`config.mk`:
```
export PLATFORM = sky130hd
export DESIGN_NAME = lcd_nibble_rx
export DESIGN_NICKNAME = d
export VERILOG_FILES = /design/src/rtl/lcd_nibble_rx.sv
export SDC_FILE = /design/constraint.sdc
export NUM_CORES = 1
export LEC_CHECK = 0
export CAP_MARGIN = 15
export CORE_UTILIZATION = 55
export DETAILED_ROUTE_END_ITERATION = 8
export DONT_BUFFER_PORTS = 1
export GPL_TIMING_DRIVEN = 0
export PLACE_DENSITY = 0.79
export REMOVE_ABC_BUFFERS = 1
export SLEW_MARGIN = 40
export SYNTH_ARGS = -nofsm -noshare
export SYNTH_HDL_FRONTEND = slang
export SYNTH_SLANG_ARGS = --single-unit
export TNS_END_PERCENT = 100
```
`constraint.sdc`:
```
create_clock -name clk -period 6.6 [get_ports clk]
set_input_delay 1.32 -clock clk [delete_from_list [all_inputs] [get_ports clk]]
set_output_delay 1.32 -clock clk [all_outputs]
set_load 0.01 [all_outputs]
```
`src/rtl/lcd_nibble_rx.sv`:
```
// lcd_nibble_rx: responder end of a 4-bit HD44780-style LCD bus.
// The block oversamples the controller's bus and follows the power-up
// 8-bit/4-bit mode sequence. It rebuilds bytes from nibble pairs, tracks the
// DDRAM address counter and emulates the busy flag. It also answers status
// reads with {busy, addr[6:4]} followed by addr[3:0].
module lcd_nibble_rx #(
    parameter int SYNC_STAGES = 2,
    parameter int BUSY_SHORT  = 2000,
    parameter int BUSY_LONG   = 82000,
    parameter int CNT_W       = 17
) (
    input  logic       clk,
    input  logic       rst_n,
    input  logic [3:0] lcd_data_in,
    input  logic [2:0] lcd_ctrl,
    output logic [3:0] lcd_data_out,
    output logic       lcd_data_oe,
    output logic       byte_valid,
    output logic       byte_rs,
    output logic [7:0] byte_data,
    output logic [6:0] ddram_addr,
    output logic       busy,
    output logic       mode4,
    output logic       proto_err
);

    typedef enum logic [1:0] {
        MODE8  = 2'd0,
        NIB_HI = 2'd1,
        NIB_LO = 2'd2
    } state_t;

    // ------------------------------------------------------------------
    // Input synchronisers
    // ------------------------------------------------------------------
    logic [2:0] ctrl_sync_reg [SYNC_STAGES];
    logic [3:0] data_sync_reg [SYNC_STAGES];

    logic [2:0] ctrl_s;
    logic [3:0] data_s;
    logic       e_s;

    assign ctrl_s = ctrl_sync_reg[SYNC_STAGES-1];
    assign data_s = data_sync_reg[SYNC_STAGES-1];
    assign e_s    = ctrl_s[0];

    // Bring the control and data buses through equal-depth flop chains.
    // Both buses see the same delay, so data captured at the strobe matches
    // the value the controller presented at its E fall.
    always_ff @(posedge clk or negedge rst_n) begin
        if (!rst_n) begin
            for (int i = 0; i < SYNC_STAGES; i++) begin
                ctrl_sync_reg[i] <= '0;
                data_sync_reg[i] <= '0;
            end
        end else begin
            ctrl_sync_reg[0] <= lcd_ctrl;
            data_sync_reg[0] <= lcd_data_in;
            for (int i = 1; i < SYNC_STAGES; i++) begin
                ctrl_sync_reg[i] <= ctrl_sync_reg[i-1];
                data_sync_reg[i] <= data_sync_reg[i-1];
            end
        end
    end

    // ------------------------------------------------------------------
    // E edge detection and RS/RW latching
    // ------------------------------------------------------------------
    logic e_d_reg;
    logic rs_lat_reg;
    logic rw_lat_reg;
    logic e_rise;
    logic strobe;

    assign e_rise = e_s & ~e_d_reg;
    assign strobe = ~e_s & e_d_reg;

    // Hold RS/RW as seen at E rise. Changes on those lines while E is high
    // are ignored.
    always_ff @(posedge clk or negedge rst_n) begin
        if (!rst_n) begin
            e_d_reg    <= 1'b0;
            rs_lat_reg <= 1'b0;
            rw_lat_reg <= 1'b0;
        end else begin
            e_d_reg <= e_s;
            if (e_rise) begin
                rs_lat_reg <= ctrl_s[2];
                rw_lat_reg <= ctrl_s[1];
            end
        end
    end

    // ------------------------------------------------------------------
    // Core state
    // ------------------------------------------------------------------
    state_t           state_reg;
    logic [3:0]       hi_nib_reg;
    logic             hi_rs_reg;
    logic             phase_reg;
    logic [CNT_W-1:0] cnt_reg;

    // ------------------------------------------------------------------
    // Strobe classification: decide whether this strobe emits a byte
    // ------------------------------------------------------------------
    logic       wr_ok;
    logic       emit;
    logic [7:0] emit_byte;
    logic       emit_rs;
    logic       pair_bad;
    logic       err_next;

    // A write strobe only emits when not busy. In MODE8 each nibble emits
    // {nib,0}. In NIB_LO a nibble emits only if its RS matches the held high
    // nibble's RS.
    always_comb begin
        emit      = 1'b0;
        emit_byte = 8'h00;
        emit_rs   = 1'b0;
        pair_bad  = 1'b0;
        wr_ok     = strobe && !rw_lat_reg && !busy;
        if (wr_ok) begin
            case (state_reg)
                MODE8: begin
                    emit      = 1'b1;
                    emit_byte = {data_s, 4'h0};
                    emit_rs   = rs_lat_reg;
                end
                NIB_LO: begin
                    if (rs_lat_reg == hi_rs_reg) begin
                        emit      = 1'b1;
                        emit_byte = {hi_nib_reg, data_s};
                        emit_rs   = rs_lat_reg;
                    end else begin
                        pair_bad = 1'b1;
                    end
                end
                default: begin
                    emit = 1'b0;
                end
            endcase
        end
        err_next = strobe && ((!rw_lat_reg && busy) ||
                              (rw_lat_reg && rs_lat_reg) ||
                              pair_bad);
    end

    // ------------------------------------------------------------------
    // Byte decode: address update, busy length, function-set detection
    // ------------------------------------------------------------------
    logic [6:0]       addr_dec;
    logic [CNT_W-1:0] load_val;
    logic             fnset;
    logic             is_clr_home;

    // Decode the emitted byte the way the LCD would. This covers clear and
    // home, set-DDRAM-address and function set. A character write advances
    // the address, and the 7-bit address wraps from 7F to 00.
    always_comb begin
        addr_dec    = ddram_addr;
        load_val    = CNT_W'(BUSY_SHORT);
        fnset       = 1'b0;
        is_clr_home = (emit_byte == 8'h01) || (emit_byte[7:1] == 7'b0000001);
        if (emit_rs) begin
            addr_dec = ddram_addr + 7'd1;
        end else if (is_clr_home) begin
            addr_dec = 7'd0;
            load_val = CNT_W'(BUSY_LONG);
        end else if (emit_byte[7]) begin
            addr_dec = emit_byte[6:0];
        end else if (emit_byte[7:5] == 3'b001) begin
            fnset = 1'b1;
        end
    end

    // ------------------------------------------------------------------
    // Busy counter next value
    // ------------------------------------------------------------------
    logic [CNT_W-1:0] cnt_next;

    // A load on emission takes priority over the decrement in the same cycle.
    always_comb begin
        cnt_next = cnt_reg;
        if (emit) begin
            cnt_next = load_val;
        end else if (cnt_reg != '0) begin
            cnt_next = cnt_reg - CNT_W'(1);
        end
    end

    // ------------------------------------------------------------------
    // Read-back path
    // ------------------------------------------------------------------
    logic       rd_rw;
    logic       rd_rs;
    logic       oe_next;
    logic [3:0] dout_next;

    // While E is high, drive the status nibble selected by the read phase.
    // In the E-rise cycle the latched RS/RW are not valid yet, so the synced
    // lines are used directly in that cycle.
    always_comb begin
        rd_rw     = e_rise ? ctrl_s[1] : rw_lat_reg;
        rd_rs     = e_rise ? ctrl_s[2] : rs_lat_reg;
        oe_next   = e_s && rd_rw;
        dout_next = 4'h0;
        if (oe_next && !rd_rs) begin
            if (!phase_reg || state_reg == MODE8) begin
                dout_next = {busy, ddram_addr[6:4]};
            end else begin
                dout_next = ddram_addr[3:0];
            end
        end
    end

    // ------------------------------------------------------------------
    // Main sequential block: mode FSM, nibble pairing and registered outputs
    // ------------------------------------------------------------------
    // Accepted write strobes advance the MODE8/NIB_HI/NIB_LO sequence.
    // Function-set bytes then override the next state: with DL=1 the block
    // falls back to MODE8, otherwise it enters nibble-pair mode. The 0x20
    // nibble during the 8-bit phase lands in NIB_HI through this override.
    always_ff @(posedge clk or negedge rst_n) begin
        if (!rst_n) begin
            state_reg    <= MODE8;
            hi_nib_reg   <= 4'h0;
            hi_rs_reg    <= 1'b0;
            phase_reg    <= 1'b0;
            cnt_reg      <= '0;
            lcd_data_out <= 4'h0;
            lcd_data_oe  <= 1'b0;
            byte_valid   <= 1'b0;
            byte_rs      <= 1'b0;
            byte_data    <= 8'h00;
            ddram_addr   <= 7'd0;
            busy         <= 1'b0;
            mode4        <= 1'b0;
            proto_err    <= 1'b0;
        end else begin
            byte_valid   <= emit;
            proto_err    <= err_next;
            cnt_reg      <= cnt_next;
            busy         <= (cnt_next != '0);
            lcd_data_oe  <= oe_next;
            lcd_data_out <= dout_next;

            if (emit) begin
                byte_data  <= emit_byte;
                byte_rs    <= emit_rs;
                ddram_addr <= addr_dec;
            end

            if (wr_ok) begin
                phase_reg <= 1'b0;
                case (state_reg)
                    NIB_HI: begin
                        hi_nib_reg <= data_s;
                        hi_rs_reg  <= rs_lat_reg;
                        state_reg  <= NIB_LO;
                    end
                    NIB_LO: begin
                        state_reg <= NIB_HI;
                    end
                    default: begin
                        state_reg <= MODE8;
                    end
                endcase
                if (emit && fnset) begin
                    if (emit_byte[4]) begin
                        state_reg <= MODE8;
                        mode4     <= 1'b0;
                    end else begin
                        state_reg <= NIB_HI;
                        mode4     <= 1'b1;
                    end
                end
            end else if (strobe && rw_lat_reg && !rs_lat_reg && state_reg != MODE8) begin
                phase_reg <= ~phase_reg;
            end
        end
    end

endmodule
```
==> results.py <==
metrics = {
    "worst_hold_path": {
        "min_path_type": "register to register",
        "min_from": "data_sync_reg[6]$_DFF_PN0_",
    },
    "clock_tree": {
        "clkTransAtPathRegs_ns": 0.07,
        "cts_buffers": 9,
        "post_cts_buffers": 0,
        "htree_levels": 3,
        "cts.sinks": 67,
        "cts_resized": 0,
        "postCtsHoldBufs": 0,
        "clk_latency_ns": 0.34,
        "cts_tree": "built",
        "root_buffer": "clkbuf_8",
        "cts.path.max_buffers": 2,
    },
    "synthesis": {
        "synthDistinctLibCells": 59,
        "syn-instance-count": 298,
        "synthTopCellsByArea": "dfrtp_1 53%, nor2_1 3.2%, o21ai_0 3.2%, mux2_2 2.8%, nand2_1 2.4%",
        "synth-simple-area-share_pct": 22.32,
        "synth_top_area_share_pct": 52.94,
        "synth_seq_cells": 67,
        "yosys.area_share.xor_xnor_pct": 2.213,
        "avgSynthCellArea_um2": 10.63,
        "synth-compound-area-share_pct": 13.28,
        "synth_fa_ha_area_share_pct": 1.580,
        "yosys_most_used_dff": "dfrtp_1",
        "synth_top_family_by_area": "simple AND/OR/NAND/NOR gates",
        "synth_top_area_cell": "dfrtp_1",
        "syn-cell-area_mm2": 0.003167,
        "ys.warnings.count": 0,
        "seq_area_frac_synth_pct": 52.94,
        "synth_edf_count": 0,
        "synthMuxAreaShare_pct": 4.425,
        "synth-async-reset-ratio_pct": 100.0,
    },
    "pwr": {
        "p_seq_share_pct": 50.4,
        "p_per_area_mw_per_mm2": 323.1,
        "p_clk_share_pct": 26.2,
        "internal_power_mw": 0.7257,
        "power.total_mw": 1.084,
        "worst_ir_drop_vdd_uv": 187.9,
        "leakage_nw": 1.463,
        "swShare_pct": 33.02,
        "p_sw_mw": 0.3578,
        "p_comb_share_pct": 23.4,
    },
    "critical_path": {
        "worstSetupStartpointType": "register",
        "worstSetupPathType": "register to register",
        "critPathRequiredTime_ns": 6.86,
        "crit_path_start": "busy$_DFF_PN0_",
        "reg2reg_from": "busy$_DFF_PN0_",
        "crit_arrival_ns": 3.64,
        "end_kind": "register",
        "cp_max_fo": 21,
    },
    "placement": {
        "dpl.hpwl_um": 4071,
        "io_buffers": 0,
        "gp_congestion": 0.7930,
        "dpl-instance-area_mm2": 0.003188,
    },
    "global_routing": {
        "grt_pass1_wl_um": 10050,
        "grt-ovfl-total": 0,
        "antenna_found_initial": 0,
        "grt_max_degree": 68,
        "grt_pass1_vias": 2077,
        "grt_usage_pct": 21.89,
    },
    "routing": {
        "num_vias": 2279,
        "viasPerCell": 6.094,
        "drc": 0,
        "wl_um": 5952,
        "firstDrtPassIters": 5,
        "wl_per_cell_um": 15.91,
        "antenna_left": 0,
        "drt-initial-drc-count": 233,
    },
    "floorplanning": {
        "dieHeight_um": 77.88,
        "core_mm2": 0.005540,
        "start_util_pct": 57.16,
        "dieArea_mm2": 0.006065,
        "die_w_um": 77.88,
        "pin_count": 34,
        "rows": 27,
    },
    "sta": {
        "period_minus_slack_ns": 3.382,
        "setup_violations": 0,
        "hold_slack_ns": 0.3480,
        "finalMaxSlewViolations": 0,
        "period_share_pct": 51.24,
        "clock.fmax_mhz": 295.7,
        "rsz0062_at_grt": "no",
        "hold_viol": 0,
        "relSlewSlack_pct": 47.51,
        "skew_ns": 0.004984,
        "tightest_slew_ns": 0.7855,
        "setup-tns-final_ns": 0,
    },
    "final_layout": {
        "drive_gt1_share_pct": 13.58,
        "final_cell_area_mm2": 0.003353,
        "nets": 310,
        "largest_reg_flops": 17,
        "n_fill_cell": 453,
        "antenna_cells": 0,
        "area_growth_pct": 5.887,
        "utilization_pct": 60.52,
    },
    "flow_run": {
        "cap_violations": 0,
    },
    "outcome": {
        "status": "finished, final reports clean",
    },
}
[power by group through the flow]
stage          combinational, mW  clock, mW  sequential (mW)
2_1_floorplan              0.212          0            0.533
5_1_grt                    0.282      0.311            0.557
3_3_place_gp               0.242          0            0.548
3_5_place_dp               0.251          0            0.552
6_report                   0.253      0.284            0.546
4_1_cts                    0.252      0.291            0.545
[logic make-up (layout without fill, tap and decap cells)]
kind of cell | Yosys count | count (layout)
and+or+nand+nor | 123 | 123
DFF | 67 | 67
AOI/OAI and AO/OA | 64 | 64
buffers and inverters | 19 | 23
muxes | 13 | 13
xor gates and xnor gates | 8 | 8
adders and majority gates | 4 | 4
[critical path: stages (launching register included)]
cell and delay, ns:
dfrtp_1 0.48, nor4b_2 0.52, nand2_1 0.61, inv_1 0.61, nand2_1 0.18, nor3_1 0.39
mux2_2 0.39, o21ai_0 0.13
[final timing paths]
check,slack (ns),to,cells past startpoint
worst max-delay path,3.22,state_reg[0]$_DFFE_PN0P_,7
worst min-delay path,0.35,data_s[2]$_DFF_PN0_,0
worst max register to register,3.22,state_reg[0]$_DFFE_PN0P_,7
worst min register to register,0.35,data_s[2]$_DFF_PN0_,0
max in group asynchronous,5.81,ddram_addr[5]$_DFFE_PN0P_,0
min in group asynchronous,0.67,data_sync_reg[6]$_DFF_PN0_,0
[cell usage in the layout, fill, tap and decap left out, types with 2 or more instances in the layout]
cell type   instances
or3_1               4
o31ai_1             2
o21ai_0            20
nor2b_1             3
nand3_1             5
clkinvlp_4          2
nand4_1             4
xnor2_1             4
nor3_1              8
nor3b_1             5
a21oi_1            14
o21a_1              2
nand2b_1            8
a211oi_1            2
o2111ai_1           2
mux2i_1             5
ha_1                4
or3_2               2
a31oi_1             3
xor2_1              4
nor4_1              7
nand2_1            20
or2_2               3
nor2_1             27
or4_1               3
dfrtp_1            67
a22o_1              6
clkbuf_1            2
mux2_2              8
nand3b_1            5
and3_1              5
and2_1              2
inv_1               6
clkinv_2            3
clkbuf_8            9
[cells in the mapped netlist, types with 3 or more instances]
cell type,count
nand4_1,4
nor3_1,8
o21ai_0,20
or2_2,3
nand3b_1,5
a31oi_1,3
inv_1,6
dfrtp_1,67
nor2_1,27
a21oi_1,14
nor4_1,7
xor2_1,4
buf_2,5
ha_1,4
nor2b_1,3
nand2b_1,8
xnor2_1,4
or3_1,4
nor3b_1,5
clkbuf_1,5
and3_1,5
mux2_2,8
nand2_1,20
or4_1,3
mux2i_1,5
a22o_1,6
nand3_1,5
[area by class of cell]
class | instances | area, µm² | area share (%)
repair buffers | 1 | 5.005 | 0.1493
inverters | 6 | 22.52 | 0.6716
multi-input cells | 212 | 1398 | 41.68
flip-flops and latches | 67 | 1677 | 50.00
clock buffers | 11 | 131.4 | 3.918
well taps | 72 | 90.09 | 2.687
clock inverters | 5 | 30.03 | 0.8955
[routing by layer]
metal / global-route usage, % / up-vias / share of wire [%]
li1: - / 1082 / -
met1: 30.54 / 1125 / 48
met2: 32.21 / 63 / 46
met3: 6.000 / 9 / 5.0
met4: 9.057 / 0 / 1.3
met5: 0 / - / 0
[through the flow]
stage / setup slack [ns] / std cells
2_1_floorplan: 3.317 / 285
3_3_place_gp: 1.939 / 357
3_5_place_dp: 3.268 / 358
4_1_cts: 3.273 / 374
5_1_grt: 3.064 / 374
6_report: 3.218 / 374
Note: power is estimated with default switching activity, not from simulation.
==> RTL change: new RTL, same flow settings <==
`lcd_data_out` no longer has a reset.
--- a/src/rtl/lcd_nibble_rx.sv
+++ b/src/rtl/lcd_nibble_rx.sv
@@ -229,3 +229,2 @@
             cnt_reg      <= '0;
-            lcd_data_out <= 4'h0;
             lcd_data_oe  <= 1'b0;
@@ -244,3 +243,2 @@
             lcd_data_oe  <= oe_next;
-            lcd_data_out <= dout_next;
 
@@ -282,2 +280,6 @@
 
+    always_ff @(posedge clk) begin
+        lcd_data_out <= dout_next;
+    end
+
 endmodule
Behaviour: differs if rst_n is asserted again (counterexample within 10 cycles, from zero or initial values and one cycle with rst_n low); with rst_n held inactive, the same outputs for 10 cycles.
==> RTL change against the unedited design <==
Sequential cell count unchanged; total power increased by 15%; routed wire length increased by 10%; design area increased by 5.3%; utilization increased by 2.4 points; synthesized area increased by 3.0%; clock skew increased by 0.0074 ns; via count increased by 5.6%; setup slack got worse by 0.27 ns; synthesized cell count increased by 6.7%; combinational power increased by 7%; clock power increased by 47%; sequential power increased by 3%; non-clock buffer count decreased by 1; largest power group unchanged.
==> RTL change: results (changes against the unedited design) <==
| Metric | Value |
|---|---|
| Pleak | 1.533 nW (+4.8%) |
| Worst-path clk slew | 0.07 ns (about the same) |
| Syn avg cell area | 10.26 µm² (-3.4%) |
| Clock tree buffer depth | 2 (unchanged) |
| Reg power frac | 45.1% (-5.3 points) |
| Global routing usage on met2 | 36.12% (+3.9 points) |
| Vias in the first global route | 2,243 (+8.0%) |
| Max reg flops | 17 (unchanged) |
| Largest net degree at the start of global routing | 64 (-5.9%) |
| Xor-xnor portion of the synthesized cell area | 2.684% (+0.47 points) |
| DP HPWL | 4478 µm (+10%) |
| Final Instance Count excl. Fillers | 391 (+4.5%) |
| WP data arrival | 3.86 ns (+0.22 ns) |
| Adder-cell share of the synthesized area | 1.534% (-0.047 points) |
| Overall routing resource usage | 23.78% (+1.9 points) |
| Combinational power | 0.000270 W (+7%) |
| Clk root buf | clkbuf_8 |
| Routed vias | 2,407 (+5.6%) |
| Fraction of layout cells with a size suffix above 1 | 10.97% (-2.6 points) |
| Placed insts | 375 (+4.7%) |
| Peak supply drop | 0.0002352 V (+25%) |
| Fill count | 476 (+5.1%) |
| DR WL/cell | 16.81 µm (+5.6%) |
| First-pass GRT wire length | 11,130 µm (+11%) |
| Multiplexer area fraction after synthesis | 4.256% (-0.17 points) |
| # port buffers | 0 (unchanged) |
| Slew at the pin with the worst max-slew slack | 0.7786 ns (-0.006924 ns) |
| DR pass1 iterations | 4 (-1) |
| List of most frequent post-synthesis cells | dfrtp_1, nand2_1, nor2_1 |
| Nets | 327 (+5.5%) |
| Synth cell types | 58 (-1.7%) |
| Cell-internal power | 0.0008500 W (+17%) |
| Top FF cell, synth | dfrtp_1 |
| Seq/Total Area, Yosys | 50.77% (-2.2 points) |
| Switching part of the total | 32.05% (-0.97 points) |
| Crit Path Max Fanout | 20 (-4.8%) |
| R2R cell count | 8 (+1) |
| Post-synth ARST share | 94.03% (-6.0 points) |
| Ant diodes | 0 (unchanged) |
| Routing usage on met1 | 31.91% (+1.4 points) |
| Final RePlAce weighted congestion | 0.8921 (+12%) |
| Initial detailed-routing violation count | 187 (-20%) |
| Ranking of synthesized cells by area | dfrtp_1, nand2_1, nor2_1 |
| CTS HTree Levels | 3 (unchanged) |
| Compound-gate portion of the synthesized area | 14.92% (+1.6 points) |
| Clock Skews | 0.01237 ns (+0.007382 ns) |
| Status | finished clean |
| Placement Cell Area | 0.003278 mm² (+2.8%) |
| Grt met3 use | 6.897% (+0.90 points) |
RTL change: cell type report:
cell class | instances | share of cell area (%)
clock buffers | 9 | 3.509
clock inverters | 7 | 3.509
inverters | 11 | 1.170
multi-input cells | 225 | 42.33
flip-flops and latches | 67 | 46.93
well taps | 72 | 2.552
RTL change: path summary, 6_finish.rpt:
kind | startpoint | end | slack [ns]
setup reg to reg | rs_lat_reg | busy | 2.95
hold reg to reg | data_sync_reg[5] | data_s[1] | 0.34
min in group asynchronous | rst_n | cnt_reg[14] | 0.66
setup / recovery | rs_lat_reg | busy | 2.95
hold / removal | data_sync_reg[5] | data_s[1] | 0.34
max in group asynchronous | rst_n | cnt_reg[10] | 5.84
RTL change: stage by stage:
stage / worst slack, ns / util [%] / hold WS (ns)
4_1_cts: 2.905 / 62.87 / 0.3499
6_report: 2.945 / 62.94 / 0.3441
3_5_place_dp: 2.916 / 58.46 / 0.3347
3_3_place_gp: 3.003 / 58.46 / 0.3326
2_1_floorplan: 3.753 / - / 0.3312
5_1_grt: 2.638 / 62.94 / 0.3578
RTL change: kinds of logic (layout without fill, tap and decap cells):
logic type,count (synthesis),in the layout
AO/OA/AOI/OAI,72,72
XOR/XNOR,10,10
adder cells (fa/ha/maj),4,4
buffers and inverters,26,27
flip-flops,67,67
multiplexers,13,13
AND/OR/NAND/NOR,126,126
RTL change: metal layers:
metal,vias to the layer above,share of wire (%)
li1,1152,-
met1,1165,45
met2,82,47
met3,8,6.3
met4,0,1.2
met5,-,0
RTL change: critical path, stage by stage (launching register included):
cell      delay (ns)
dfrtp_1         0.48
ha_1            0.45
nand2_1         0.10
nand3_1         0.56
clkinv_1        0.75
a311oi_2        0.40
a21o_1          0.13
nor4b_2         0.16
or4b_1          0.46
